### src/rtl/control_fsm.sv
// control_fsm -- instruction-sequencing controller for a small multicycle CPU.
//
// The controller walks each instruction through FETCH -> DECODE -> EXEC and,
// for loads and stores, through MEM and WB. Every memory wait is bounded, so a
// request that is never acknowledged ends in HALT with a sticky bus error. An
// unknown opcode sets a sticky illegal flag and either halts or is retired as
// a NOP, depending on ILLEGAL_HALTS. Strobes are decoded combinationally from
// the current state, the latched opcode and mem_ready. The one exception is
// DECODE, where the incoming opcode is the value being latched.
//
// Parameters
//   OPCODE_W      opcode width; opcodes narrower than 8 bits are zero-extended
//                 before they are compared with the 8-bit opcode constants.
//   CNT_W         width of the saturating retired-instruction counter
//   MEM_TIMEOUT   maximum number of cycles to wait for mem_ready (1..255)
//   ILLEGAL_HALTS 1: an illegal opcode halts, 0: it is retired as a NOP
//
// Ports
//   clk                 sole clock, rising edge
//   rst                 synchronous active-high reset
//   start               leave IDLE and begin fetching
//   opcode              opcode of the fetched instruction, sampled in DECODE
//   mem_ready           memory completes the current request this cycle
//   mem_req             memory request active (FETCH, MEM)
//   ir_load             load the instruction register
//   pc_enable           advance the PC (PC+1, or the jump target if jump_enable)
//   write_enable_memory store enable, held for every MEM cycle of a store
//   write_enable_reg    register-file write enable
//   jump_enable         select the jump target for the PC
//   finaliza_execucao   execution finished (HALT)
//   control_op          register write source: 00 ALU, 01 sext, 10 reg2, 11 mem
//   illegal_op          sticky: an illegal opcode was decoded
//   bus_error           sticky: a memory wait timed out
//   instr_count         retired instructions, saturating

module control_fsm #(
  parameter int OPCODE_W      = 8,
  parameter int CNT_W         = 16,
  parameter int MEM_TIMEOUT   = 15,
  parameter int ILLEGAL_HALTS = 1
) (
  input  logic                clk,
  input  logic                rst,
  input  logic                start,
  input  logic [OPCODE_W-1:0] opcode,
  input  logic                mem_ready,
  output logic                mem_req,
  output logic                ir_load,
  output logic                pc_enable,
  output logic                write_enable_memory,
  output logic                write_enable_reg,
  output logic                jump_enable,
  output logic                finaliza_execucao,
  output logic [1:0]          control_op,
  output logic                illegal_op,
  output logic                bus_error,
  output logic [CNT_W-1:0]    instr_count
);

  // Opcodes are compared at the wider of OPCODE_W and 8 bits. This keeps the
  // comparisons correct whether the opcode is wider or narrower than 8 bits.
  localparam int CMP_W = (OPCODE_W > 8) ? OPCODE_W : 8;

  localparam logic [CMP_W-1:0] OP_SEXT  = CMP_W'(8'h00);
  localparam logic [CMP_W-1:0] OP_MOV   = CMP_W'(8'h01);
  localparam logic [CMP_W-1:0] OP_LOAD  = CMP_W'(8'h02);
  localparam logic [CMP_W-1:0] OP_STORE = CMP_W'(8'h03);
  localparam logic [CMP_W-1:0] OP_JUMP  = CMP_W'(8'h05);
  localparam logic [CMP_W-1:0] OP_ALU0  = CMP_W'(8'h09);
  localparam logic [CMP_W-1:0] OP_ALU1  = CMP_W'(8'h0A);
  localparam logic [CMP_W-1:0] OP_ALU2  = CMP_W'(8'h0B);
  localparam logic [CMP_W-1:0] OP_ALU3  = CMP_W'(8'h0C);
  localparam logic [CMP_W-1:0] OP_HALT  = CMP_W'(8'hFF);

  localparam logic [1:0] SRC_ALU  = 2'b00;
  localparam logic [1:0] SRC_SEXT = 2'b01;
  localparam logic [1:0] SRC_REG2 = 2'b10;
  localparam logic [1:0] SRC_MEM  = 2'b11;

  // The wait counter holds 0..MEM_TIMEOUT-1. The last permitted wait cycle is
  // the one in which the counter already shows MEM_TIMEOUT-1.
  localparam logic [7:0] WAIT_LAST = 8'(MEM_TIMEOUT - 1);

  typedef enum logic [2:0] {
    S_IDLE,
    S_FETCH,
    S_DECODE,
    S_EXEC,
    S_MEM,
    S_WB,
    S_HALT
  } state_e;

  state_e                state_q, state_d;
  logic [OPCODE_W-1:0]   opcode_q, opcode_d;
  logic [7:0]            wait_q, wait_d;
  logic                  illegal_q, illegal_d;
  logic                  bus_err_q, bus_err_d;
  logic [CNT_W-1:0]      count_q, count_d;

  logic [CMP_W-1:0]      op_in;
  logic [CMP_W-1:0]      op_lat;

  assign op_in  = CMP_W'(opcode);
  assign op_lat = CMP_W'(opcode_q);

  function automatic logic is_legal(input logic [CMP_W-1:0] op);
    return (op == OP_SEXT)  || (op == OP_MOV)  || (op == OP_LOAD) ||
           (op == OP_STORE) || (op == OP_JUMP) || (op == OP_ALU0) ||
           (op == OP_ALU1)  || (op == OP_ALU2) || (op == OP_ALU3) ||
           (op == OP_HALT);
  endfunction

  always_comb begin
    // NOTE: every signal written here gets a default first, so no path through
    // the case statement can leave a value unassigned and infer a latch.
    state_d             = state_q;
    opcode_d            = opcode_q;
    wait_d              = '0;
    illegal_d           = illegal_q;
    bus_err_d           = bus_err_q;
    mem_req             = 1'b0;
    ir_load             = 1'b0;
    pc_enable           = 1'b0;
    write_enable_memory = 1'b0;
    write_enable_reg    = 1'b0;
    jump_enable         = 1'b0;
    finaliza_execucao   = 1'b0;
    control_op          = SRC_ALU;

    unique case (state_q)
      S_IDLE: begin
        if (start) state_d = S_FETCH;
      end

      S_FETCH: begin
        mem_req = 1'b1;
        // A mem_ready that arrives in the last permitted cycle still completes
        // the request; the timeout only fires when mem_ready stays low.
        if (mem_ready) begin
          ir_load = 1'b1;
          state_d = S_DECODE;
        end else if (wait_q == WAIT_LAST) begin
          bus_err_d = 1'b1;
          state_d   = S_HALT;
        end else begin
          wait_d = wait_q + 8'd1;
        end
      end

      S_DECODE: begin
        opcode_d = opcode;
        if (op_in == OP_HALT) begin
          state_d = S_HALT;
        end else if (!is_legal(op_in)) begin
          illegal_d = 1'b1;
          if (ILLEGAL_HALTS != 0) begin
            state_d = S_HALT;
          end else begin
            pc_enable = 1'b1;
            state_d   = S_FETCH;
          end
        end else begin
          state_d = S_EXEC;
        end
      end

      S_EXEC: begin
        state_d = S_FETCH;
        if (op_lat == OP_SEXT) begin
          write_enable_reg = 1'b1;
          control_op       = SRC_SEXT;
          pc_enable        = 1'b1;
        end else if (op_lat == OP_MOV) begin
          write_enable_reg = 1'b1;
          control_op       = SRC_REG2;
          pc_enable        = 1'b1;
        end else if ((op_lat == OP_ALU0) || (op_lat == OP_ALU1) ||
                     (op_lat == OP_ALU2) || (op_lat == OP_ALU3)) begin
          write_enable_reg = 1'b1;
          control_op       = SRC_ALU;
          pc_enable        = 1'b1;
        end else if (op_lat == OP_JUMP) begin
          jump_enable = 1'b1;
          pc_enable   = 1'b1;
        end else if ((op_lat == OP_LOAD) || (op_lat == OP_STORE)) begin
          state_d = S_MEM;
        end
      end

      S_MEM: begin
        mem_req             = 1'b1;
        write_enable_memory = (op_lat == OP_STORE);
        if (mem_ready) begin
          if (op_lat == OP_STORE) begin
            pc_enable = 1'b1;
            state_d   = S_FETCH;
          end else begin
            state_d = S_WB;
          end
        end else if (wait_q == WAIT_LAST) begin
          bus_err_d = 1'b1;
          state_d   = S_HALT;
        end else begin
          wait_d = wait_q + 8'd1;
        end
      end

      S_WB: begin
        write_enable_reg = 1'b1;
        control_op       = SRC_MEM;
        pc_enable        = 1'b1;
        state_d          = S_FETCH;
      end

      S_HALT: begin
        finaliza_execucao = 1'b1;
      end

      default: state_d = S_IDLE;
    endcase

    // Every PC advance retires one instruction; the count sticks at all-ones.
    count_d = count_q;
    if (pc_enable && (count_q != {CNT_W{1'b1}})) count_d = count_q + CNT_W'(1);
  end

  assign illegal_op  = illegal_q;
  assign bus_error   = bus_err_q;
  assign instr_count = count_q;

  // NOTE: state registers use non-blocking assignments, so every flop samples
  // the values from before the edge regardless of statement order.
  always_ff @(posedge clk) begin
    if (rst) begin
      state_q   <= S_IDLE;
      opcode_q  <= '0;
      wait_q    <= '0;
      illegal_q <= 1'b0;
      bus_err_q <= 1'b0;
      count_q   <= '0;
    end else begin
      state_q   <= state_d;
      opcode_q  <= opcode_d;
      wait_q    <= wait_d;
      illegal_q <= illegal_d;
      bus_err_q <= bus_err_d;
      count_q   <= count_d;
    end
  end

endmodule

### config.mk
export PLATFORM = sky130hd
export DESIGN_NAME = control_fsm
export DESIGN_NICKNAME = d
export VERILOG_FILES = /design/src/rtl/control_fsm.sv
export SDC_FILE = /design/constraint.sdc
export NUM_CORES = 1
export LEC_CHECK = 0
export CORE_MARGIN = 2
export CORE_UTILIZATION = 51
export CTS_BUF_LIST = sky130_fd_sc_hd__clkbuf_8
export DETAILED_ROUTE_END_ITERATION = 7
export PLACE_DENSITY = 0.88
export SYNTH_ARGS = -nofsm -noshare
export SYNTH_HDL_FRONTEND = slang
export SYNTH_SLANG_ARGS = --single-unit
### constraint.sdc
create_clock -name clk -period 2.9 [get_ports clk]
set_input_delay 0.58 -clock clk [delete_from_list [all_inputs] [get_ports clk]]
set_output_delay 0.58 -clock clk [all_outputs]
set_load 0.005 [all_outputs]
# ---- Yosys cells after proc, flatten, opt, wreduce, memory -nomap -nowiden
# Index checks and enable logic that the tools add are counted.
dict set report op_classes {
  muxes 36
  bitwise 5
  addsub 2
  eq_ne 26
  n_reduce_logical 22
}
# cell n
set op_table {}
lappend op_table {{8-bit by 4-bit == test with 1-bit output (second input constant)} 9}
lappend op_table {{3-bit two-way mux} 12}
lappend op_table {{8-bit by 2-bit == test with 1-bit output (second input constant)} 4}
lappend op_table {{3-bit case mux with 7 select lines} 1}
lappend op_table {{1-bit two-way mux} 18}
lappend op_table {{16-bit by 1-bit adder with 16-bit output (second input constant)} 1}
lappend op_table {{8-bit by 1-bit == test with 1-bit output (second input constant)} 2}
lappend op_table {{8-bit by 3-bit == test with 1-bit output (second input constant)} 2}
lappend op_table {{8-bit zero test} 2}
lappend op_table {{16-bit inequality test (second input constant)} 1}
lappend op_table {{1-bit logical OR} 13}
lappend op_table {{3-bit == test (second input constant)} 3}
lappend op_table {{8-bit by 1-bit adder with 8-bit output (second input constant)} 1}
lappend op_table {{8-bit == test (second input constant)} 1}
lappend op_table {{3-bit by 2-bit == test with 1-bit output (second input constant)} 2}
lappend op_table {{3-bit AND reduction} 2}
lappend op_table {{1-bit NOT} 5}
lappend op_table {{2-bit two-way mux} 2}
lappend op_table {{2-bit case mux with 2 select lines} 1}
lappend op_table {{4-bit OR reduction} 1}
lappend op_table {{3-bit by 1-bit == test with 1-bit output (second input constant)} 1}
lappend op_table {{3-bit zero test} 1}
lappend op_table {{1-bit case mux with 3 select lines} 1}
lappend op_table {{2-bit inequality test (second input constant)} 1}
lappend op_table {{4 further kinds} 4}
dict set report word_totals {
  inputBits 12
  wordCells 97
  output_inout_bits 27
  register_bits 37
}

# ---- Longest topological paths before layout
dict set report depth {
  word_depth 13
  mapped_depth 7
  ltp_nobuf 7
}

# ---- Worst setup path after synthesis
# Ideal clock, no wire load.
dict set report synth_timing {
  path_kind {reg2out}
  startpoint {reg opcode_q[1], in the netlist op_lat[1]}
  endpoint {out pc_enable}
  t_required_ns 2.320
  n_path_buf 2
  path_slack_ns 0.803
  arrival_ns 1.517
  path_stages_with_launch 7
  path_cell_list {dfxtp_1 and4bb_1 a2111oi_4 a2bb2oi_2 buf_4 buf_6 inv_1}
}
dict set report synth_between {
  elab_chain_len 8
  word_cells_on_any_way 18
  classes_between {eq/ne (7); mux (7); reduce/logical (4)}
}
# item line
set synth_rtl {}
lappend synth_rtl {{start, declared} 95} ;# logic [OPCODE_W-1:0] opcode_q, opcode_d;
lappend synth_rtl {{start signal, assigned} 244} ;# opcode_q <= opcode_d;
lappend synth_rtl {{8-bit by 4-bit == test with 1-bit output} 178} ;# end else if ((op_lat == OP_ALU0) || (op_lat == OP_ALU1) ||
lappend synth_rtl {{1-bit logical OR (2 in a row)} 178}
lappend synth_rtl {{1-bit logical OR} 179} ;# (op_lat == OP_ALU2) || (op_lat == OP_ALU3)) begin
lappend synth_rtl {{1-bit two-way mux} 178}
lappend synth_rtl {{1-bit two-way mux} 174} ;# end else if (op_lat == OP_MOV) begin
lappend synth_rtl {{1-bit two-way mux} 170} ;# if (op_lat == OP_SEXT) begin
lappend synth_rtl {{1-bit case mux with 3 select lines *} 131} ;# unique case (state_q)
lappend synth_rtl {{end, declared} 49} ;# output logic pc_enable,
# Every way passes the cells marked *; elsewhere a longest branch is shown, timed or not.

# ---- Final worst setup path
dict set report layout_timing {
  startpoint {reg state_q[2]}
  endpoint {out pc_enable}
}
dict set report layout_between {
  elab_chain_len 2
  word_cells_on_any_way 4
  classes_between {eq/ne (3); mux (1)}
}
# item line
set layout_rtl {}
lappend layout_rtl {{start, declared} 94} ;# state_e state_q, state_d;
lappend layout_rtl {{start signal, assigned} 243} ;# state_q <= state_d;
lappend layout_rtl {{3-bit == test / 3-bit by 2-bit == test with 1-bit output (equally long branches)} 131}
lappend layout_rtl {{1-bit case mux with 3 select lines *} 131}
# Marked as above.

==> key figures <==
Cells and area
  • Ant. Diodes: 0
  • Area of the multi-input gates: 1220 µm²
  • Nets: 288
  • Layout fillers: 325
  • Share of cells above drive strength 1: 9.12%
  • Core Util, Final: 65.9%
  • Register Area: 741 µm²
  • Area delta synth->final: 26.8%

Floorplan
  • Die height: 67.4 µm
  • Die ar.: 4540 µm²
  • Die W: 67.4 µm
  • Initial core utilization: 52.0%
  • IO Pins: 39
  • # rows: 23
  • Core box area: 3940 µm²

Global routing
  • Largest net degree at the start of global routing: 30
  • GR Util All Layers: 22.7%
  • First-pass GRT wire length: 7840 µm
  • Grt ovf: 0
  • Antenna violations before repair: 0
  • Number of global-route vias before repair: 1,713

Logic synthesis
  • Register bit total from synthesis: 37
  • Number of synthesized flops with an enable pin: 0
  • Yosys warnings: 0
  • Synth area leader: dfxtp_1
  • Area of the mapped netlist: 2050 µm²
  • Post-Syn Nets: 248
  • Syn Area/Cell: 8.79 µm²
  • Most frequent cell after synthesis: dfxtp_1
  • Synthesized netlist cell count: 233
  • Predominant post-synthesis flop cell: dfxtp_1
  • Synth top area share: 36.2%
  • Ys async rst share: 0%
  • Synth unique cells: 49
  • Area contributors post-synth: dfxtp_1 (36%), nor2_1 (5.9%), mux2i_1 (4.9%)
  • Commonest cells post-synth: dfxtp_1 (37), nor2_1 (32), a21oi_1 (17), o31ai_1 (12), or4_1 (12)
  • Sequential area share after synthesis: 36.2%

CTS
  • Clock-pin transition on the worst setup and hold timing paths: 70 ps
  • Clock Tree Buf Depth: 2
  • Clock sink total: 37
  • Root Buffer: clkbuf_8
  • Post-CTS sizing: 0
  • Hold buffer count at CTS: 0
  • Clk Latency, worst-skew pair: 290 ps
  • H-tree Lvls: 2
  • CTS Buf Count: 5
  • CTS tree: built
  • Post-CTS Setup Bufs: 0

Route
  • Starting DRC count in detailed routing: 135
  • Via count: 1,934
  • Met2 Routed Length: 2300 µm
  • Top layer in use: met4
  • Drt wl/cell: 14.3 µm
  • Wire length on met1: 2040 µm
  • Vias per inst: 5.97
  • Total Wirelength: 4630 µm
  • First drt pass iteration count: 4
  • Drt drc: 0
  • Routed wl met3: 223 µm
  • Antenna viol nets, final: 0

Setup path
  • Critical path class: register to output pin
  • Crit end category: output pin
  • Flop-to-flop setup slack: 640 ps
  • CP endpoint: pc_enable
  • Reg-to-Reg Start: state_q[2]$_SDFFE_PP0P_
  • CP Launch Type: register
  • R2r endpoint: instr_count[5]$_SDFFE_PP0P_
  • Register-to-Register Path Depth: 6
  • CP arrival: 2130 ps
  • Critical path data required time: 2320 ps
  • Setup crit start: state_q[2]$_SDFFE_PP0P_
  • Crit-path max FO: 16

Placement
  • DPL Wire Length: 3240 µm
  • Buffers on Ports: 38
  • GPL Wtd Cong: 0.788

Outcome
  • Outcome: completed

Timing
  • Final Hold Vio Count: 0
  • Setup TNS: 0 ps
  • RSZ-0062 raised after global routing: no
  • Max Slew Vio Count: 0
  • Final Setup Violations: 0
  • Fmax: 369 MHz
  • Min Tclk post-route: 2710 ps
  • Slew @ Worst Pin: 530 ps
  • Post-route clock skew: 6.84 ps
  • Slew margin rel.: 64.6%
  • Final Cycle Share: 93.3%

Pwr
  • Worst VDD drop: 0.368 mV
  • LEAKAGE: 0.873 nW
  • Power Density: 457 nW/µm²

Hold path
  • Hold crit path type: register to register

Flow run
  • Max-cap violation count: 0
-- cells in the final DEF (no fill, tap or decap), types with 5 or more instances in the layout --
| cell | n |
|---|---|
| and3_1 | 5 |
| nand2_1 | 8 |
| mux2i_1 | 10 |
| o31ai_1 | 12 |
| nand2b_1 | 5 |
| or4_1 | 12 |
| nor2_1 | 32 |
| nand3_1 | 8 |
| buf_4 | 7 |
| clkbuf_8 | 6 |
| nand4_1 | 9 |
| dfxtp_1 | 37 |
| xor2_1 | 5 |
| inv_1 | 5 |
| clkdlybuf4s50_1 | 38 |
| a21oi_1 | 17 |
| o21ai_0 | 5 |
-- per-stage QoR --
step	instances	total power [mW]	hold WS (ps)	worst slack, ps	area, µm²
global route	324	1.24	528	74.9	2600
floorplan	233	0.661	449	803	2050
detailed placement	316	0.727	475	311	2480
finish	324	1.19	490	193	2600
global placement	316	0.724	459	331	2480
CTS	324	1.20	500	194	2600
-- layer usage --
layer  vias up  track usage (%)
li1        952                -
met1       926             29.0
met2        51             36.8
met3         5             4.00
met4         0             11.0
met5         -                0
-- cells by family after synthesis --
family          share of synthesized area [%]
simple gates                             31.6
compound gates                           17.2
flops                                    36.2
buf+inv                                  4.15
mux                                      5.99
xor+xnor                                 2.99
fa+ha+maj                                1.83
-- where the power goes --
| group | leakage, nW | switching, mW | internal (mW) |
|---|---|---|---|
| Combinational | 0.517 | 0.0841 | 0.0911 |
| Clock | 0.0574 | 0.190 | 0.280 |
| Sequential | 0.299 | 0.0199 | 0.522 |
| Total | 0.873 | 0.294 | 0.893 |
-- flip-flops by register name, indices dropped and copies added, names as in the netlist --
signal / flops
state_q: 3
bus_error: 1
wait_q: 8
instr_count: 16
op_lat: 8
illegal_op: 1
-- critical path: stages, from the launching register on --
cell and delay [ps]:
dfxtp_1 650, and3b_1 290, a32o_1 230, a2bb2oi_2 180, inv_1 60, clkdlybuf4s50_1 430
-- cell type report --
type / instances / share of cell area [%]
Tap cell: 50 / 2.41
Multi-Input combinational cell: 179 / 47.1
Inverter: 5 / 0.723
Clock inverter: 2 / 1.45
Sequential cell: 37 / 28.5
Clock buffer: 6 / 3.18
Timing Repair Buffer: 45 / 16.7
-- worst min-delay path by stage --
stage	slack [ps]	depth (start not counted)	from	to
global placement	460	2	illegal_op$_SDFFE_PP0P_	illegal_op$_SDFFE_PP0P_
CTS	500	2	instr_count[11]$_SDFFE_PP0P_	instr_count[11]$_SDFFE_PP0P_
floorplan	450	1	wait_q[0]$_SDFF_PP0_	wait_q[0]$_SDFF_PP0_
global route	530	2	instr_count[11]$_SDFFE_PP0P_	instr_count[11]$_SDFFE_PP0P_
detailed placement	480	2	illegal_op$_SDFFE_PP0P_	illegal_op$_SDFFE_PP0P_
finish	490	2	bus_error$_SDFFE_PP0P_	bus_error$_SDFFE_PP0P_
Note: power is estimated with default switching activity, not from simulation.
